**src/rtl/radix4_booth_mult_if.sv**
```systemverilog
// Operand/result bus of the radix-4 Booth multiplier.
// master drives start and the operands; slave drives busy, done and the product.
interface radix4_booth_mult_if #(
  parameter int unsigned WIDTH = 16
);
  logic               start;
  logic [WIDTH-1:0]   a;
  logic [WIDTH-1:0]   b;
  logic               busy;
  logic               done;
  logic [2*WIDTH-1:0] product;

  modport master (output start, a, b, input busy, done, product);
  modport slave  (input start, a, b, output busy, done, product);
endinterface

```
**src/rtl/radix4_booth_mult.sv**
```systemverilog
// Sequential radix-4 (modified Booth) multiplier retiring one digit per clock.
// Build option: RADIX4_SIGNED_EN selects two's complement operands (default unsigned).
module radix4_booth_mult #(
  parameter int unsigned WIDTH = 16
) (
  input logic                clk,
  input logic                rst,
  radix4_booth_mult_if.slave bus
);

`ifdef RADIX4_SIGNED_EN
  localparam int unsigned BW = WIDTH;
`else
  // Two zero bits on top of b so the last digit never reads as negative.
  localparam int unsigned BW = WIDTH + 2;
`endif
  localparam int unsigned NDIG  = BW / 2;
  localparam int unsigned AW    = WIDTH + 3;
  localparam int unsigned PW    = 2 * WIDTH;
  localparam int unsigned CNT_W = $clog2(NDIG);

  typedef enum logic [1:0] {IDLE, CALC, DONE} state_t;

  state_t           state;
  logic [AW-1:0]    mcand;
  logic [AW-1:0]    acc;
  logic [BW-1:0]    mplr;
  logic             bprev;
  logic [CNT_W-1:0] cnt;
  logic             busy_q;
  logic             done_q;
  logic [PW-1:0]    product_q;

  logic [AW-1:0]    a_ext_c;
  logic [BW-1:0]    b_ext_c;
  logic [2:0]       trip_c;
  logic [AW-1:0]    pp_c;
  logic [AW-1:0]    sum_c;
  logic [AW-1:0]    acc_nxt_c;
  logic [BW-1:0]    mplr_nxt_c;
  logic [PW-1:0]    prod_c;
  logic             load_c;

  assign bus.busy    = busy_q;
  assign bus.done    = done_q;
  assign bus.product = product_q;

  // Operand extension, Booth digit selection and one add/shift step.
  always_comb begin
`ifdef RADIX4_SIGNED_EN
    a_ext_c = {{3{bus.a[WIDTH-1]}}, bus.a};
    b_ext_c = bus.b;
`else
    a_ext_c = {3'b000, bus.a};
    b_ext_c = {2'b00, bus.b};
`endif
    trip_c = {mplr[1:0], bprev};
    case (trip_c)
      3'b001, 3'b010: pp_c = mcand;
      3'b011:         pp_c = mcand << 1;
      3'b100:         pp_c = ~(mcand << 1) + AW'(1);
      3'b101, 3'b110: pp_c = ~mcand + AW'(1);
      default:        pp_c = '0;
    endcase
    sum_c      = acc + pp_c;
    acc_nxt_c  = {{2{sum_c[AW-1]}}, sum_c[AW-1:2]};
    mplr_nxt_c = {sum_c[1:0], mplr[BW-1:2]};
    prod_c     = PW'({acc_nxt_c, mplr_nxt_c});
    load_c     = bus.start && (state != CALC);
  end

  // Control FSM and datapath registers.
  always_ff @(posedge clk) begin
    if (rst) begin
      state     <= IDLE;
      busy_q    <= 1'b0;
      done_q    <= 1'b0;
      product_q <= '0;
      cnt       <= '0;
      acc       <= '0;
      mcand     <= '0;
      mplr      <= '0;
      bprev     <= 1'b0;
    end else begin
      done_q <= 1'b0;
      if (load_c) begin
        mcand  <= a_ext_c;
        mplr   <= b_ext_c;
        bprev  <= 1'b0;
        acc    <= '0;
        cnt    <= CNT_W'(NDIG - 1);
        state  <= CALC;
        busy_q <= 1'b1;
      end else begin
        case (state)
          CALC: begin
            acc   <= acc_nxt_c;
            mplr  <= mplr_nxt_c;
            bprev <= mplr[1];
            if (cnt == '0) begin
              state     <= DONE;
              busy_q    <= 1'b0;
              done_q    <= 1'b1;
              product_q <= prod_c;
            end else begin
              cnt <= cnt - CNT_W'(1);
            end
          end
          DONE:    state <= IDLE;
          default: state <= IDLE;
        endcase
      end
    end
  end

endmodule

```
**src/flat_wrapper.sv**
```systemverilog
// flat-port wrapper written by rule: the top's interface ports become plain ports
module radix4_booth_mult_flat 
#(
  parameter int unsigned WIDTH = 16
)
  (clk, rst, bus_start, bus_a, bus_b, bus_busy, bus_done, bus_product);
  radix4_booth_mult_if #(.WIDTH(WIDTH)) bus_i ();
  input logic clk;
  input logic rst;
  input wire logic [$bits(bus_i.start)-1:0] bus_start;
  input wire logic [$bits(bus_i.a)-1:0] bus_a;
  input wire logic [$bits(bus_i.b)-1:0] bus_b;
  output wire logic [$bits(bus_i.busy)-1:0] bus_busy;
  output wire logic [$bits(bus_i.done)-1:0] bus_done;
  output wire logic [$bits(bus_i.product)-1:0] bus_product;
  assign bus_i.start = bus_start;
  assign bus_i.a = bus_a;
  assign bus_i.b = bus_b;
  assign bus_busy = bus_i.busy;
  assign bus_done = bus_i.done;
  assign bus_product = bus_i.product;
  radix4_booth_mult #(.WIDTH(WIDTH)) u_core (.clk(clk), .rst(rst), .bus(bus_i));
endmodule
```
**config.mk**
```make
export PLATFORM = sky130hd
export DESIGN_NAME = radix4_booth_mult_flat
export DESIGN_NICKNAME = d
export VERILOG_FILES = /design/src/rtl/radix4_booth_mult_if.sv /design/src/rtl/radix4_booth_mult.sv /design/src/flat_wrapper.sv
export SDC_FILE = /design/constraint.sdc
export NUM_CORES = 1
export LEC_CHECK = 0
export CAP_MARGIN = 40
export CORE_UTILIZATION = 46
export CTS_BUF_LIST = sky130_fd_sc_hd__clkbuf_2
export CTS_CLUSTER_DIAMETER = 50
export DETAILED_ROUTE_END_ITERATION = 10
export MAX_ROUTING_LAYER = met4
export PLACE_DENSITY = 0.71
export SLEW_MARGIN = 5
export SYNTH_ARGS = -nofsm -noshare
export SYNTH_HDL_FRONTEND = slang
export SYNTH_SLANG_ARGS = --single-unit
```
**constraint.sdc**
```tcl
create_clock -name clk -period 3.6 [get_ports clk]
set_input_delay 0.72 -clock clk [delete_from_list [all_inputs] [get_ports clk]]
set_output_delay 0.72 -clock clk [all_outputs]
set_load 0.02 [all_outputs]
```
-- Word-level counts from Yosys, hierarchy flattened
Index checks and enable logic that the tools add are counted.
- multiplexer cells: 13
- add/sub/neg operators: 4
- eq/ne operators: 10
- bitwise gates (word level): 5
- reduce and logical (&&, ||, !) cells: 12
- operators with widths (cell ; count):
    19-bit case mux with 4 select lines ; 1
    19-bit by 1-bit adder with 19-bit output, second input constant ; 2
    16-bit 2-to-1 mux ; 2
    19-bit adder ; 1
    16-bit NOT with 19-bit output ; 1
    17-bit NOT with 19-bit output ; 1
    4-bit 2-to-1 mux ; 3
    3-bit == test, second input constant ; 3
    1-bit 2-to-1 mux ; 7
    3-bit by 2-bit == test with 1-bit output, second input constant ; 2
    2-bit AND reduction ; 3
    2-bit OR reduction ; 3
    4-bit logical NOT ; 1
    2-bit by 1-bit != test with 1-bit output, second input constant ; 2
    2-bit nonzero test ; 2
    4-bit by 1-bit subtractor with 4-bit output, second input constant ; 1
    3-bit by 1-bit == test with 1-bit output, second input constant ; 1
    3-bit by 1-bit != test with 1-bit output, second input constant ; 1
    1-bit NOT ; 3
    3-bit AND reduction ; 1
    3-bit OR reduction ; 1
    2-bit by 1-bit == test with 1-bit output, second input constant ; 1
    1-bit logical AND ; 1
- word-level logic and storage cells: 56
- register bits after elaboration: 92

-- Depth between registers and ports, before layout
- depth in word-level cells: 4
- depth in mapped cells: 17
- mapped depth without buffers: 16

-- Worst setup path after synthesis
No wires, ideal clock.
- kind: register -> register
- start point: register u_core.mcand[3]
- end point: register u_core.acc[15]
- arrival time: 3444 ps
- library setup time: 74 ps
- data required time: 3526 ps
- path slack: 82 ps
- stages on the path, launching flop included: 16
- cells stage by stage: dfxtp_1 > buf_4 > nor4_4 > nand3_2 > or4b_4 > and2_4 > xnor2_2 > o21ai_1 > o21a_1 > ha_1 > clkbuf_1 > o21a_1 > o21a_1 > o21ai_0 > or4_1 > a31oi_1
- cells in the longest elaborated chain, start to end: 4
- elaborated cells on any way between the ends: 6
- classes of those cells: add/sub: 3; mux: 1; bitwise: 2
- RTL lines (item ; line ; RTL):
    from (decl) ; radix4_booth_mult.sv:25 ; logic [AW-1:0] mcand;
    from (signal assigned) ; radix4_booth_mult.sv:87 ; mcand <= a_ext_c;
    16-bit NOT with 19-bit output or 17-bit NOT with 19-bit output (tied branches) ; radix4_booth_mult.sv:62, radix4_booth_mult.sv:61 ;
    19-bit by 1-bit adder with 19-bit output, on equally long branches ; radix4_booth_mult.sv:62, radix4_booth_mult.sv:61 ;
    19-bit case mux with 4 select lines (*) ; radix4_booth_mult.sv:58 ; case (trip_c)
    19-bit adder (*) ; radix4_booth_mult.sv:65 ; sum_c = acc + pp_c;
    to (signal assigned) ; radix4_booth_mult.sv:97 ; acc <= acc_nxt_c;
    to (decl) ; radix4_booth_mult.sv:26 ; logic [AW-1:0] acc;
Mark *: on every way between the ends. The rest lies on a longest branch, timed or not.
A chain may end at the register's enable or synchronous reset.

-- Worst setup path in the final report
Same ends and word-level chain as after synthesis.

==> flow_summary_export.csv <==
group,metric,value,unit
run_status,status,"finished clean",
synth,ys_types,60,
worst_setup_path,r2r_cells,13,
timing,setup_tns,0,ps
worst_setup_path,cp-endpoint,"u_core.acc[15]",
worst_setup_path,r2r_setup_slack,180,ps
worst_setup_path,path_cells,"nor4_4 -> nand3_2 -> or4b_4 -> and2_4 -> xnor2_2 -> o21ai_1 -> o21a_1 -> ha_1 -> o21a_1 -> o21a_1 -> o21ai_0 -> or4_1 -> a31oi_1",
timing,finalHoldViolCount,0,
floorplan,die_w,110,um
route,drcViolationCount,0,
min_path,holdCritStartpoint,"u_core.bus.product[29]",
cts,cts_hold_buf,0,
floorplan,fp-row-count,39,
route,route.vias.total,5236,
synth,synth_ff_type,"dfxtp_1",
synth,synth_edf_count,0,
synth,synth_area_leaders,"dfxtp_1 (34%), nand2_1 (11%), a21oi_1 (8.0%)",
worst_setup_path,critPathKind,"reg -> reg",
timing,slew_viol_final,0,
synth,synth_top_area_share,34.4,%
worst_setup_path,r2r-start,"u_core.mcand[3]",
pwr,vdd_drop_max,0.251,mV
timing,post-route-min-period,3420,ps
finish,area_delta_synth_final,22.5,%
synth,synthesis.area,5350,um2
worst_setup_path,start_kind,"register",
worst_setup_path,r2r_end,"u_core.acc[15]",
finish,drive_gt1_share,12.7,%
worst_setup_path,path_delay_family,"simple AND/OR/NAND/NOR gates",
timing,clock.fmax,292,MHz
synth,synth.ff_latch_count,92,
cts,htreeDepth,3,
min_path,hold_class,"reg -> reg",
placed_design,place_hpwl,10800,um
synth,syn_nets,756,
worst_setup_path,critPathMaxStageDelay,560,ps
synth,yosysWarnings,0,
worst_setup_path,cp_data_required_time,4150,ps
global_routing,antenna_found_initial,0,
route,routedWlPerCell,15.8,um
global_routing,first_global_vias,4756,
cts,cts_buffers,9,
placed_design,gp_congestion,0.929,
route,firstDrtPassIters,5,
global_routing,grt_pass1_wl,23600,um
finish,final_cells,928,
worst_setup_path,end_kind,"register",
pwr,power_per_cell_area,378,nW/um2
run,drv_cap,0,
cts,path_clk_slew,230,ps
global_routing,grt_usage,26.2,%
placed_design,dp.cells,908,
worst_setup_path,crit_fanout,5,
floorplan,core_area,11400,um2
global_routing,grt_max_degree,42,
worst_setup_path,cp-startpoint,"u_core.mcand[3]",
timing,fin_skew,42.8,ps
floorplan,initial_utilization,47.0,%
route,ant_nets,0,
synth,synth-async-reset-ratio,0,%
worst_setup_path,cpMostUsedCell,"o21a_1",
cts,ctsLongestPathBuffers,2,
global_routing,gr-total-overflow,0,
synth,netlist_instances,700,
synth,ys_seq_area_share,34.4,%
finish,n_antenna_cell,0,
timing,worst_pin_slew,749,ps
floorplan,die_h,110,um
placed_design,port-buffer-count,68,
worst_setup_path,cp_num_buf_inv,0,
floorplan,pin_count,69,
worst_setup_path,crit_slowest_cell,"or4b_4",
timing,slew_headroom,50.0,%
cts,cts-root-buf,"clkbuf_2",
worst_setup_path,cp_data_arrival_time,3970,ps
synth,syn_area_per_cell,7.64,um2
route,drt_iter0_drc,300,
cts,clkLatencyLatePin,630,ps
route,wl,14700,um
pwr,p_leak,2.61,nW
cts,clock_sinks,92,
route,vias_per_cell,5.64,
timing,finalCritPeriodShare,95.0,%
finish,final_cell_mix,"nand2_1 (155), dfxtp_1 (87), a21oi_1 (85), clkdlybuf4s50_1 (67), buf_4 (54)",
finish,num-nets-final,836,
timing,final-setup-viol-count,0,
synth,synth_area_leader_cell,"dfxtp_1",
cts,cts_tree,"built",
floorplan,die-area,12100,um2
finish,layout.cells.most_common,"nand2_1",
worst_setup_path,worst-path-stages,13,
[logic make-up after synthesis]
logic type / synth area share [%]
and+or+nand+nor: 23.4
AOI/OAI and AO/OA: 22.0
DFF: 34.4
buffers and inverters: 4.96
xor gates and xnor gates: 5.71
muxes: 4.38
adders and majority gates: 5.05
[power by group]
part           switching, mW  total (mW)  internal [mW]
sequential            0.0651        1.16           1.09
clock                  0.377       0.476         0.0986
combinational          0.478       0.845          0.366
[flip-flops by register name, summed over array words and instances (netlist names)]
signal	count
u_core.bus.done	1
u_core.mplr	18
u_core.bprev	1
u_core.cnt	4
u_core.acc	17
u_core.mcand	16
u_core.bus.product	32
u_core.state	2
u_core.bus.busy	1
[cell usage after synthesis (2+ instances only)]
cell type	n
xnor2_1	20
and4_1	3
nor4_4	2
mux2_2	3
nor2b_1	5
a221oi_1	5
nor2_1	54
a21oi_1	86
nand4_1	5
xor2_1	13
nor4_1	2
a22oi_1	6
clkbuf_1	41
ha_1	20
nor3_1	11
nor3b_1	5
a211oi_1	30
and4b_1	2
a21o_1	15
buf_6	2
buf_1	8
o21ai_0	18
o21ai_1	2
mux2i_1	20
nand2b_1	4
o22ai_1	3
or4_1	3
or3_1	3
and2_1	4
a31oi_1	8
nand3b_1	2
inv_1	11
o21a_1	6
nand2_1	155
dfxtp_1	92
nand3_1	6
o31ai_1	2
[through the flow]
| stage | instance area, um2 | power, mW | utilization, % | hold WS, ps | worst slack (ps) |
|---|---|---|---|---|---|
| after floorplan | 5350 | 1.71 | - | 436 | 81.9 |
| after global placement | 6360 | 1.98 | 55.9 | 445 | 96.3 |
| after detailed placement | 6370 | 1.99 | 56.0 | 448 | 44.8 |
| after CTS | 6460 | 2.46 | 56.9 | 476 | 42.7 |
| after global routing | 6550 | 2.63 | 57.6 | 488 | -54.8 |
| final | 6550 | 2.48 | 57.6 | 474 | 179 |
[final cells by class]
| cell class | instances | area (um2) |
|---|---|---|
| timing repair buffer | 123 | 1090 |
| clock inverter | 5 | 36.3 |
| clock buffer | 11 | 55.1 |
| fill | 1091 | 4820 |
| multi-input combinational | 543 | 3300 |
| sequential | 92 | 1850 |
| inverter | 11 | 41.3 |
| tap | 143 | 179 |
[worst min-delay path by stage]
stage                                  end  slack (ps)  cells past startpoint
floorplan                   u_core.acc[11]         440                      2
finish              u_core.bus.product[29]         470                      2
global route        u_core.bus.product[14]         490                      2
CTS                 u_core.bus.product[16]         480                      2
global placement     u_core.bus.product[7]         440                      2
detailed placement  u_core.bus.product[16]         450                      2
[tightest hold or removal path: stages (launching register included)]
cell and delay (ps):
dfxtp_1 360, nand2_1 50, a21oi_1 50
[layer usage]
| layer | track usage (%) | part of all wire (%) | vias up |
|---|---|---|---|
| met3 | 3.44 | 4.2 | 23 |
| li1 | - | - | 2603 |
| met5 | - | 0 | - |
| met2 | 40.5 | 46 | 125 |
| met4 | 10.3 | 2.2 | 0 |
| met1 | 34.5 | 48 | 2485 |
[timing repair]
| item | CTS | global route |
|---|---|---|
| buffers inserted | 0 | 4 |
| resized for setup | 0 | 21 |
| setup endpoints to repair | 0 | 16 |
No activity file was read; power rests on OpenSTA's default activity.
==> variant, RTL diff (same settings) <==
`WIDTH` is set to 16 in 3 places; all go to 8.
--- a/src/rtl/radix4_booth_mult_if.sv
+++ b/src/rtl/radix4_booth_mult_if.sv
@@ -1,7 +1,7 @@
 // Operand/result bus of the radix-4 Booth multiplier.
 // master drives start and the operands; slave drives busy, done and the product.
 interface radix4_booth_mult_if #(
-  parameter int unsigned WIDTH = 16
+  parameter int unsigned WIDTH = 8
 );
   logic               start;
   logic [WIDTH-1:0]   a;
--- a/src/rtl/radix4_booth_mult.sv
+++ b/src/rtl/radix4_booth_mult.sv
@@ -1,7 +1,7 @@
 // Sequential radix-4 (modified Booth) multiplier retiring one digit per clock.
 // Build option: RADIX4_SIGNED_EN selects two's complement operands (default unsigned).
 module radix4_booth_mult #(
-  parameter int unsigned WIDTH = 16
+  parameter int unsigned WIDTH = 8
 ) (
   input logic                clk,
   input logic                rst,
--- a/src/flat_wrapper.sv
+++ b/src/flat_wrapper.sv
@@ -1,7 +1,7 @@
 // flat-port wrapper written by rule: the top's interface ports become plain ports
 module radix4_booth_mult_flat 
 #(
-  parameter int unsigned WIDTH = 16
+  parameter int unsigned WIDTH = 8
 )
   (clk, rst, bus_start, bus_a, bus_b, bus_busy, bus_done, bus_product);
   radix4_booth_mult_if #(.WIDTH(WIDTH)) bus_i ();
Interface: changed (resized bus_a, bus_b and bus_product); port bits go from 69 to 37. No check against the original RTL was run, so the function may have changed too.
==> variant against the unedited design <==
Setup slack lost 0.0013 ns. Final cell count shrank 51%. Maximum frequency is essentially flat. Clock skew shrank 0.032 ns. Count of clock-buffer cells in the layout shrank 5. Routed wire length shrank 55%. Non-clock buffer count shrank 73. Cell area shrank 48%. Synthesized area shrank 46%. Sequential cell count shrank 41. Total power shrank 49%. Clock power shrank 51%. Via count shrank 51%. Die area shrank 45%. Largest cell class unchanged.
==> variant: results (changes against the unedited design) <==
----------------------------------------------------
[Detailed routing]
  DR pass1 iterations ... 4 (-1)
  Total via count after detailed routing ... 2,579 (-51%)
  DR WL/cell ... 14.6 µm (-7.7%)

[Synth]
  Post-synthesis cell count ... 352 (-50%)
  Sequential-to-total area share from yosys stat ... 35.4% (+0.93 points)
  Share of the synthesized area in compound gates (AO/OA/AOI/OAI) ... 23.3% (+1.3 points)
  Syn_nets ... 385 (-49%)
  Area share of fa/ha/maj cells after synthesis ... 6.33% (+1.3 points)
  Multiplexer share of the synthesized area ... 5.33% (+0.96 points)
  Synth Register Bits ... 51 (-45%)

[Global route]
  Overall Global Routing Usage ... 22.3% (-3.8 points)
  Wire length of the first global-routing pass ... 11.1 mm (-53%)
  Met2 capacity usage during global routing ... 34.9% (-5.7 points)
  Pin count of the biggest net entering global routing ... 30 (-29%)
  Met3 global-route usage ... 3.37% (-0.067 points)
  Met1 Resource Use GR ... 30.1% (-4.4 points)

[CTS]
  Count of H-tree levels built during CTS ... 2 (-1)
  Total CTS buffers ... 5 (-4)
  Clock transition at the registers of the reported paths ... 0.25 ns (+0.02 ns)

[Cells and area]
  Non-clock buffer count in the final layout ... 50 (-59%)
  Final #Nets ... 414 (-50%)
  Non-clock inverter total of the final layout ... 10 (-1)
  Number of flip-flops under the largest register name ... 16 (-50%)

[Timing]
  Worst slew pin tran ... 0.534 ns (-0.215 ns)

[Setup path]
  CP max-delay cell ... or4_4
  Stage delay of the slowest cell on the critical path ... 0.58 ns (+0.02 ns)
  Worst-path maximum fanout ... 6 (+1)

[Outcome]
  Outcome ... finished clean

[Place]
  Port buffer count ... 36 (-47%)
  Final weighted congestion in routability-driven placement ... 0.901 (-3.1%)

[Power]
  Peak ir drop on the vdd network ... 236 µV (-5.9%)

----------------------------------------------------
## variant: changes by cell type in the layout (fill, tap and decap cells not counted), sizes merged, moves of 8 or more
cell / before / now
a21oi: 86 / 31
a22o: 1 / 14
mux2i: 20 / 12
nand2: 155 / 52
dfxtp: 92 / 51
nor2: 54 / 30
a211oi: 30 / 12
clkdlybuf4s50: 67 / 36
xnor2: 21 / 7
a21o: 15 / 3
buf: 56 / 14
## variant: per-stage QoR
stage / hold WS, ns / total power (W) / instance area, µm² / worst slack, ns / util, %
final: 0.479 / 0.00125 / 3410 / 0.178 / 56.9
after global routing: 0.501 / 0.00134 / 3410 / 0.00901 / 56.9
after CTS: 0.481 / 0.00125 / 3370 / 0.0857 / 56.2
after detailed placement: 0.453 / 0.00102 / 3320 / 0.123 / 55.5
after global placement: 0.442 / 0.00101 / 3320 / 0.223 / 55.4
after floorplan: 0.441 / 0.000901 / 2890 / 0.160 / -
## variant: final timing paths
check / from / endpoint / cells past startpoint / slack (ns)
setup / recovery: u_core.mcand[0] / u_core.acc[8] / 13 / 0.18
hold / removal: u_core.acc[2] / u_core.acc[2] / 2 / 0.48
setup reg to reg: u_core.mcand[0] / u_core.acc[8] / 13 / 0.18
hold reg to reg: u_core.acc[2] / u_core.acc[2] / 2 / 0.48
## variant: power groups by stage
stage          registers [W]  logic [W]  clock network [W]
2_1_floorplan       0.000640   0.000261                  0
3_3_place_gp        0.000646   0.000364                  0
3_5_place_dp        0.000647   0.000369                  0
4_1_cts             0.000637   0.000371           0.000244
5_1_grt             0.000645   0.000425           0.000268
6_report            0.000639   0.000383           0.000234
## variant: routing by layer
layer  vias to the layer above  part of all wire, %
met5                         -                    0
met2                        57                   47
met4                         0                  1.0
met1                      1214                   48
li1                       1302                    -
met3                         6                  4.2
